**src/rtl/mlp_fe_pkg.sv**
```systemverilog
// Shared types and default geometry for the MLP sensor front-end.
package mlp_fe_pkg;

   typedef enum logic [2:0] {
      ST_IDLE   = 3'd0,
      ST_SETTLE = 3'd1,
      ST_REQ    = 3'd2,
      ST_WAIT   = 3'd3,
      ST_EVAL   = 3'd4,
      ST_DONE   = 3'd5
   } state_t;

   localparam int unsigned N_FEAT_DEF = 6;
   localparam int unsigned FEAT_W_DEF = 4;
   localparam int unsigned ADC_W_DEF  = 8;
   localparam int unsigned FEAT_BUS_W = N_FEAT_DEF * FEAT_W_DEF;

endpackage

```
**src/rtl/adc_requant.sv**
```systemverilog
// Combinational requantizer: ADC_W-bit sample to FEAT_W bits, round-half-up with saturation.
module adc_requant
   import mlp_fe_pkg::*;
#(
   parameter int unsigned ADC_W  = ADC_W_DEF,
   parameter int unsigned FEAT_W = FEAT_W_DEF
) (
   input  logic [ADC_W-1:0]  adc_data,
   output logic [FEAT_W-1:0] q_c
);

   localparam int unsigned SUM_W = ADC_W + 1;
   localparam int unsigned SHIFT = ADC_W - FEAT_W;

   logic [SUM_W-1:0]  sum_c;
   logic [FEAT_W:0]   rnd_c;

   // Top FEAT_W+1 bits of the rounded sum are the shifted result; its MSB flags overflow.
   assign sum_c = {1'b0, adc_data} + SUM_W'(1 << (SHIFT - 1));
   assign rnd_c = sum_c[ADC_W -: FEAT_W + 1];
   assign q_c   = rnd_c[FEAT_W] ? '1 : rnd_c[FEAT_W-1:0];

endmodule

```
**src/rtl/mlp_adc_sequencer.sv**
```systemverilog
// Steps a shared ADC through all sensor channels, packs requantized features for the
// classifier, then latches the class index and offers it on a valid/ready handshake.
module mlp_adc_sequencer
   import mlp_fe_pkg::*;
#(
   parameter int unsigned N_FEAT      = N_FEAT_DEF,
   parameter int unsigned FEAT_W      = FEAT_W_DEF,
   parameter int unsigned ADC_W       = ADC_W_DEF,
   parameter int unsigned SETTLE_CYC  = 2,
   parameter int unsigned TIMEOUT_CYC = 16,
   parameter int unsigned EVAL_CYC    = 2
) (
   input  logic                     clk,
   input  logic                     rst,
   input  logic                     start,
   output logic [2:0]               adc_sel,
   output logic                     adc_req,
   input  logic                     adc_ack,
   input  logic [ADC_W-1:0]         adc_data,
   output logic [N_FEAT*FEAT_W-1:0] feat,
   input  logic [1:0]               cls_in,
   output logic [1:0]               cls_out,
   output logic                     cls_err,
   output logic                     cls_valid,
   input  logic                     cls_ready,
   output logic                     busy
);

   localparam int unsigned BUS_W   = N_FEAT * FEAT_W;
   localparam int unsigned CH_W    = 3;
   localparam int unsigned MAX_SE  = (SETTLE_CYC > EVAL_CYC) ? SETTLE_CYC : EVAL_CYC;
   localparam int unsigned CNT_MAX = (MAX_SE > TIMEOUT_CYC) ? MAX_SE : TIMEOUT_CYC;
   localparam int unsigned CNT_W   = $clog2(CNT_MAX + 1);

   state_t             state_q, state_d;
   logic [CH_W-1:0]    ch_q, ch_d;
   logic [CNT_W-1:0]   cnt_q, cnt_d;
   logic               err_q, err_d;
   logic [FEAT_W-1:0]  shadow_q [N_FEAT];
   logic [FEAT_W-1:0]  shadow_d [N_FEAT];
   logic [BUS_W-1:0]   feat_q, feat_d;
   logic [1:0]         cls_out_q, cls_out_d;
   logic               cls_err_q, cls_err_d;
   logic               cls_valid_q, cls_valid_d;
   logic [CH_W-1:0]    adc_sel_q, adc_sel_d;
   logic               adc_req_q, adc_req_d;
   logic               busy_q, busy_d;

   logic [FEAT_W-1:0]  samp_q_c;
   logic               capture_c;
   logic [FEAT_W-1:0]  slot_c;
   logic [BUS_W-1:0]   pack_c;

   adc_requant #(
      .ADC_W  (ADC_W),
      .FEAT_W (FEAT_W)
   ) u_requant (
      .adc_data (adc_data),
      .q_c      (samp_q_c)
   );

   // Next-state, counters, shadow capture and registered-output targets.
   always_comb begin
      state_d   = state_q;
      ch_d      = ch_q;
      cnt_d     = cnt_q;
      err_d     = err_q;
      shadow_d  = shadow_q;
      feat_d    = feat_q;
      cls_out_d = cls_out_q;
      cls_err_d = cls_err_q;
      capture_c = 1'b0;
      slot_c    = '0;
      pack_c    = '0;

      case (state_q)
         ST_IDLE: begin
            if (start) begin
               state_d = ST_SETTLE;
               ch_d    = '0;
               cnt_d   = '0;
            end
         end
         ST_SETTLE: begin
            if (cnt_q == CNT_W'(SETTLE_CYC - 1)) begin
               state_d = ST_REQ;
               cnt_d   = '0;
            end else begin
               cnt_d = cnt_q + CNT_W'(1);
            end
         end
         ST_REQ: begin
            state_d = ST_WAIT;
            cnt_d   = '0;
         end
         ST_WAIT: begin
            // TIMEOUT_CYC ackable cycles; the following WAIT cycle abandons the channel.
            if (adc_ack && (cnt_q < CNT_W'(TIMEOUT_CYC))) begin
               capture_c = 1'b1;
               slot_c    = samp_q_c;
            end else if (cnt_q == CNT_W'(TIMEOUT_CYC)) begin
               capture_c = 1'b1;
               slot_c    = '0;
               err_d     = 1'b1;
            end else begin
               cnt_d = cnt_q + CNT_W'(1);
            end
         end
         ST_EVAL: begin
            if (cnt_q == CNT_W'(EVAL_CYC - 1)) begin
               state_d   = ST_DONE;
               cnt_d     = '0;
               cls_out_d = cls_in;
               cls_err_d = err_q;
            end else begin
               cnt_d = cnt_q + CNT_W'(1);
            end
         end
         ST_DONE: begin
            if (cls_ready) begin
               state_d = ST_IDLE;
               err_d   = 1'b0;
            end
         end
         default: state_d = ST_IDLE;
      endcase

      if (capture_c) begin
         shadow_d[ch_q] = slot_c;
         cnt_d          = '0;
         if (ch_q == CH_W'(N_FEAT - 1)) begin
            // Whole frame, including the slot just written, goes to the classifier at once.
            for (int unsigned i = 0; i < N_FEAT; i++) begin
               pack_c[FEAT_W*i +: FEAT_W] = shadow_d[i];
            end
            feat_d  = pack_c;
            ch_d    = '0;
            state_d = ST_EVAL;
         end else begin
            ch_d    = ch_q + CH_W'(1);
            state_d = ST_SETTLE;
         end
      end

      adc_sel_d   = ch_d;
      adc_req_d   = (state_d == ST_REQ);
      cls_valid_d = (state_d == ST_DONE);
      busy_d      = (state_d != ST_IDLE);
   end

   always_ff @(posedge clk) begin
      if (rst) begin
         state_q     <= ST_IDLE;
         ch_q        <= '0;
         cnt_q       <= '0;
         err_q       <= 1'b0;
         shadow_q    <= '{default: '0};
         feat_q      <= '0;
         cls_out_q   <= '0;
         cls_err_q   <= 1'b0;
         cls_valid_q <= 1'b0;
         adc_sel_q   <= '0;
         adc_req_q   <= 1'b0;
         busy_q      <= 1'b0;
      end else begin
         state_q     <= state_d;
         ch_q        <= ch_d;
         cnt_q       <= cnt_d;
         err_q       <= err_d;
         shadow_q    <= shadow_d;
         feat_q      <= feat_d;
         cls_out_q   <= cls_out_d;
         cls_err_q   <= cls_err_d;
         cls_valid_q <= cls_valid_d;
         adc_sel_q   <= adc_sel_d;
         adc_req_q   <= adc_req_d;
         busy_q      <= busy_d;
      end
   end

   assign adc_sel   = adc_sel_q;
   assign adc_req   = adc_req_q;
   assign feat      = feat_q;
   assign cls_out   = cls_out_q;
   assign cls_err   = cls_err_q;
   assign cls_valid = cls_valid_q;
   assign busy      = busy_q;

endmodule

```
**config.mk**
```make
export PLATFORM = sky130hd
export DESIGN_NAME = mlp_adc_sequencer
export DESIGN_NICKNAME = d
export VERILOG_FILES = /design/src/rtl/mlp_fe_pkg.sv /design/src/rtl/adc_requant.sv /design/src/rtl/mlp_adc_sequencer.sv
export SDC_FILE = /design/constraint.sdc
export NUM_CORES = 1
export LEC_CHECK = 0
export ABC_AREA = 1
export BUFFER_PORTS_ARGS = -buffer_cell sky130_fd_sc_hd__buf_4
export CAP_MARGIN = 20
export CORE_MARGIN = 5
export CORE_UTILIZATION = 50
export DETAILED_ROUTE_END_ITERATION = 10
export GPL_TIMING_DRIVEN = 0
export PLACE_DENSITY_LB_ADDON = 0.2
export SETUP_SLACK_MARGIN = 0.1
export SYNTH_ARGS = -nofsm -noshare
export SYNTH_HDL_FRONTEND = slang
export SYNTH_HIERARCHICAL = 1
export SYNTH_SLANG_ARGS = --single-unit
```
**constraint.sdc**
```tcl
create_clock -name clk -period 1.8 [get_ports clk]
set_input_delay 0.18 -clock clk [delete_from_list [all_inputs] [get_ports clk]]
set_output_delay 0.18 -clock clk [all_outputs]
set_load 0.02 [all_outputs]
```
# == Word-level counts from Yosys, hierarchy flattened ==
# Cells that the tools add are included.
# Widths: inputs -> output; s select.
# classes
addsub,3
order_cmp,3
n_eq_ne,15
mux,29
bitwise,1
n_reduce_logical,15
# op_table
cell,n
$mux 3,10
$bwmux 24,1
$mux 5,4
$pmux 5 s4,1
$pmux 3 s6,1
$mux 4,4
$demux 4 s3,1
$eq 3x3->1 const B,4
$ne 2x2->1 const B,5
$add 8x4->9 const B,1
$eq 3x2->1 const B,3
$reduce_and 4->1,2
$mux 1,6
$reduce_and 2->1,3
$reduce_bool 2->1,3
$add 5x1->5 const B,1
$eq 5x1->1 const B,1
$eq 5x5->1 const B,1
$lt 5x5->1 const B,1
$ge 4x4->1 const B,1
$lt 4x1->1 const B,1
$not 3->4,1
$reduce_bool 4->1,1
$reduce_or 2->1,2
other kinds (6),7
# totals
regBits,66
in_bits,15
output_inout_bits,33
word_cells,82

# == Longest topological paths before layout ==
# logic_depth
word_depth,6
ltp_mapped,12
mapped_depth_nobuf,12

# == By module ==
# Netlist, hierarchy kept.
# modules_own_cells
module,instances,cells_per_inst,area_per_inst_um2,seq_area_each_um2
mlp_adc_sequencer,1,387,2771.4,1241.2
adc_requant,1,22,115.1,0.0

# == Worst setup path after synthesis ==
# No wires, ideal clock.
# synth_path
kind,register to register
start,reg adc_sel[0] (netlist name)
end,"reg feat_q[0], in the netlist feat[0]"
setup_time_ns,0.116
t_arrival_ns,1.382
t_required_ns,1.684
slack_ns,0.302
stages_incl_launch_ff,8
path_buffers,2
period_less_slack_ns,1.498
path_cell_list,dfxtp_1 > inv_2 > nor3_4 > nand3_2 > buf_6 > buf_6 > nor2_1 > nor2_1
# synth_lines
element,line,text
to (signal assigned),mlp_adc_sequencer.sv:171,feat_q <= feat_d;
to (decl),mlp_adc_sequencer.sv:41,"logic [BUS_W-1:0] feat_q, feat_d;"

# == Worst setup path after layout ==
# layout_path
start,reg state_q[2]
end,reg shadow_q[20] (netlist bit)
# layout_between
elab_chain_cells,3
elab_cells_between_ends,4
cone_classes,eq/ne: 1; mux: 3
# layout_lines
element,line,text
from (decl),mlp_adc_sequencer.sv:35,"state_t state_q, state_d;"
from (signal assigned),mlp_adc_sequencer.sv:166,state_q <= state_d;
$eq 3x2->1 (*),mlp_adc_sequencer.sv:76,case (state_q)
$mux 4,mlp_adc_sequencer.sv:76,
$bwmux 24,mlp_adc_sequencer.sv:129,shadow_d[ch_q] = slot_c;
to (signal assigned),mlp_adc_sequencer.sv:170,shadow_q <= shadow_d;
to (decl),mlp_adc_sequencer.sv:39,logic [FEAT_W-1:0] shadow_q [N_FEAT];
# Every way passes the cells marked *; elsewhere a longest branch is shown, timed or not.
# A chain may end at the register's enable or synchronous reset.

==> results.yml <==
drt:
  ant_nets: 0
  initialDrtViolationCount: 160
  routedWlPerCell_um: 12.4
  firstDrtPassIters: 4
  wl_mm: 6.71
  avgViaCountPerCell: 4.96
  drc: 0
  route.vias.total: 2691
critical_path:
  critPathBufInv: 2
  critPathMaxFanout: 10
  crit_path_start_kind: "register"
  cp.depth: 8
  crit_slowest_cell: "nor2_1"
  cp.required_ns: 2.06
  crit_end: "shadow_q[20]"
  r2r_start: "state_q[2]"
  max_stage_delay_ns: 0.37
  worstSetupPathType: "reg -> reg"
  reg2regPathDepth: 8
  reg2reg_to: "shadow_q[20]"
  cpLargestDelayFamily: "simple AND/OR/NAND/NOR gates"
  path_cells: "inv_2 -> nand3_1 -> buf_2 -> nor2_1 -> nand2_1 -> o21ai_0 -> nand2_1 -> o21ai_0"
  rrSetupSlack_ns: 0.25
  startpoint: "state_q[2]"
  cp-end-kind: "register"
  cp.arrival_ns: 1.81
layout:
  utilization_pct: 62.9
  layout_commonest_cell: "nand2_1"
  drive_gt1_share_pct: 20.2
  nets: 485
  fill_cells: 542
  area_growth_pct: 21.5
  antenna_cells: 0
  final_cell_mix: "104 x nand2_1, 59 x dfxtp_1, 49 x nor2_1, 46 x o21ai_0, 46 x buf_4"
floorplanning:
  num_io_pins: 48
  die_y_um: 86.0
  core_sq_um: 5570
  initial_utilization_pct: 51.8
  rows: 27
  die_area_sq_um: 7390
  die_w_um: 86.0
logic_synthesis:
  ys_types: 26
  synth_nets: 428
  yosysWarningCount: 6
  syn_inst: 409
  syn_area_per_cell_sq_um: 7.06
  ys_seq_elements: 62
  synth_area_sq_um: 2890
  yosysSeqAreaShare_pct: 43.0
status:
  status: "complete, no violations"
clock_network:
  root_buffer: "clkbuf_8"
  cts_buffer_depth: 2
  cts_hold_buf: 0
  clkLatencyLatePin_ns: 0.34
  cts_tree: "built"
  h-tree-depth: 3
  clkTransAtPathRegs_ns: 0.07
  clock_sinks: 62
  numCtsBuffers: 9
job:
  drv_cap: 0
power:
  power_density_nw_per_um2: 763
  swShare_pct: 25.7
  p_comb_share_pct: 8.1
  power_frac_clock_pct: 39.6
  p_int_mw: 1.99
  seq_power_share_pct: 52.4
  irDropWorstVdd_mv: 0.475
  power.switching_mw: 0.688
  cellLeakagePower_nw: 1.58
grt:
  grt_max_degree: 11
  grt_overflow_total: 0
  grt_pass1_vias: 2551
  antenna_found_initial: 0
  grt_pass1_wl_mm: 11.6
  gr-usage-all-layers_pct: 19.6
sta:
  period_needed_ns: 1.55
  slew_headroom_pct: 68.6
  rsz0062_at_grt: "true"
  fin_skew_ns: 0.0101
  setup_ws_ns: 0.250
  hold_viol: 0
  setup_violations: 0
  max_freq_mhz: 645
  tightestPinTransition_ns: 0.470
  finalSetupTns_ns: 0
  maxSlewViolCount: 0
  fin_crit_sh_pct: 86.1
placed_design:
  pre_cts_slack_ns: 0.138
  gp_congestion: 0.857
  placement.io_buffers: 43
  place_hpwl_mm: 4.92
worst_hold_path:
  hp-class: "in -> reg"
routing by layer:
layer / track usage, % / wire, um / part of all wire, % / vias up
li1: - / - / - / 1414
met1: 23.7 / 3030 / 45 / 1218
met2: 33.0 / 3220 / 48 / 52
met3: 5.38 / 368 / 5.5 / 7
met4: 7.34 / 90 / 1.3 / 0
met5: 0 / 0 / 0 / -
Yosys cell counts:
| cell type | instances | area [sq um] |
|---|---|---|
| xor2_1 | 5 | 43.8 |
| nor3_4 | 2 | 32.5 |
| dfxtp_1 | 62 | 1240 |
| a21oi_1 | 30 | 150 |
| nand4_1 | 1 | 6.26 |
| o21ai_2 | 2 | 17.5 |
| inv_1 | 38 | 143 |
| buf_2 | 1 | 5.00 |
| nor2_2 | 2 | 12.5 |
| o21ai_1 | 10 | 50.1 |
| nand3_1 | 16 | 80.1 |
| nor2_4 | 3 | 33.8 |
| nand2_2 | 4 | 25.0 |
| o21ai_0 | 46 | 230 |
| inv_2 | 6 | 22.5 |
| nor2_1 | 51 | 191 |
| ha_1 | 4 | 50.1 |
| clkbuf_1 | 3 | 11.3 |
| buf_6 | 7 | 78.8 |
| or2_0 | 1 | 6.26 |
| buf_1 | 2 | 7.51 |
| inv_4 | 1 | 6.26 |
| nor3_1 | 2 | 10.0 |
| nand3_2 | 1 | 10.0 |
| and2_1 | 5 | 31.3 |
| nand2_1 | 104 | 390 |
worst min path at each step:
stage	slack, ns	start	cells past startpoint	endpoint
2_1_floorplan	0.31	cls_in[0]	2	cls_out[0]
3_3_place_gp	0.40	cls_in[0]	3	cls_out[0]
3_5_place_dp	0.41	cls_in[0]	3	cls_out[0]
4_1_cts	0.06	cls_in[0]	3	cls_out[0]
5_1_grt	0.06	cls_in[0]	3	cls_out[0]
6_report	0.07	cls_in[0]	3	cls_out[0]
registers in the layout, summed over array words and instances, names as in the netlist:
name and flops:
cls_err 1, adc_req 1, cnt_q 5, busy 1, cls_valid 1, adc_sel 3, state_q 3, err_q 1
cls_out 2, shadow_q 20, feat 24
timing repair:
action | CTS | global route
endpoints found under the setup margin | 0 | 42
gates resized for setup | 0 | 7
buffers inserted | 0 | 3
area by class of cell:
| class | instances | area, sq um | area share [%] |
|---|---|---|---|
| flip-flops and latches | 62 | 1240 | 35.5 |
| well taps | 72 | 90.1 | 2.57 |
| inverters | 45 | 171 | 4.89 |
| clock buffers | 11 | 141 | 4.03 |
| multi-input cells | 289 | 1390 | 39.5 |
| clock inverters | 4 | 23.8 | 0.678 |
| plain buffers | 13 | 103 | 2.93 |
| repair buffers | 46 | 345 | 9.85 |
stage by stage:
step                      area (sq um)  hold slack (ns)  instances  power [mW]
after floorplan                   2890            0.315        409        1.58
after global placement            3300            0.403        524        1.64
after detailed placement          3300            0.411        524        1.64
after CTS                         3460           0.0606        539        2.70
after global routing              3510           0.0593        542        2.81
final                             3510           0.0720        542        2.68
cells by family (layout without fill, tap and decap cells):
| kind of cell | Yosys count | after routing | synth area share (%) |
|---|---|---|---|
| xor gates and xnor gates | 5 | 5 | 1.52 |
| buffers and inverters | 58 | 119 | 9.49 |
| DFF | 62 | 62 | 43.0 |
| and+or+nand+nor | 192 | 192 | 28.7 |
| adders and majority gates | 4 | 4 | 1.73 |
| AOI/OAI and AO/OA | 88 | 88 | 15.5 |
worst min-delay path, delay by kind of cell:
kind                   cells  cell delay, ns
buffers and inverters      1            0.08
and+or+nand+nor            2            0.11
power groups by stage:
stage | Clock [mW] | Combinational (mW) | Sequential [mW]
global route | 1.16 | 0.248 | 1.40
finish | 1.06 | 0.216 | 1.40
CTS | 1.08 | 0.213 | 1.40
floorplan | 0 | 0.140 | 1.44
detailed placement | 0 | 0.212 | 1.43
global placement | 0 | 0.209 | 1.43
(Power assumes the default switching activity.)
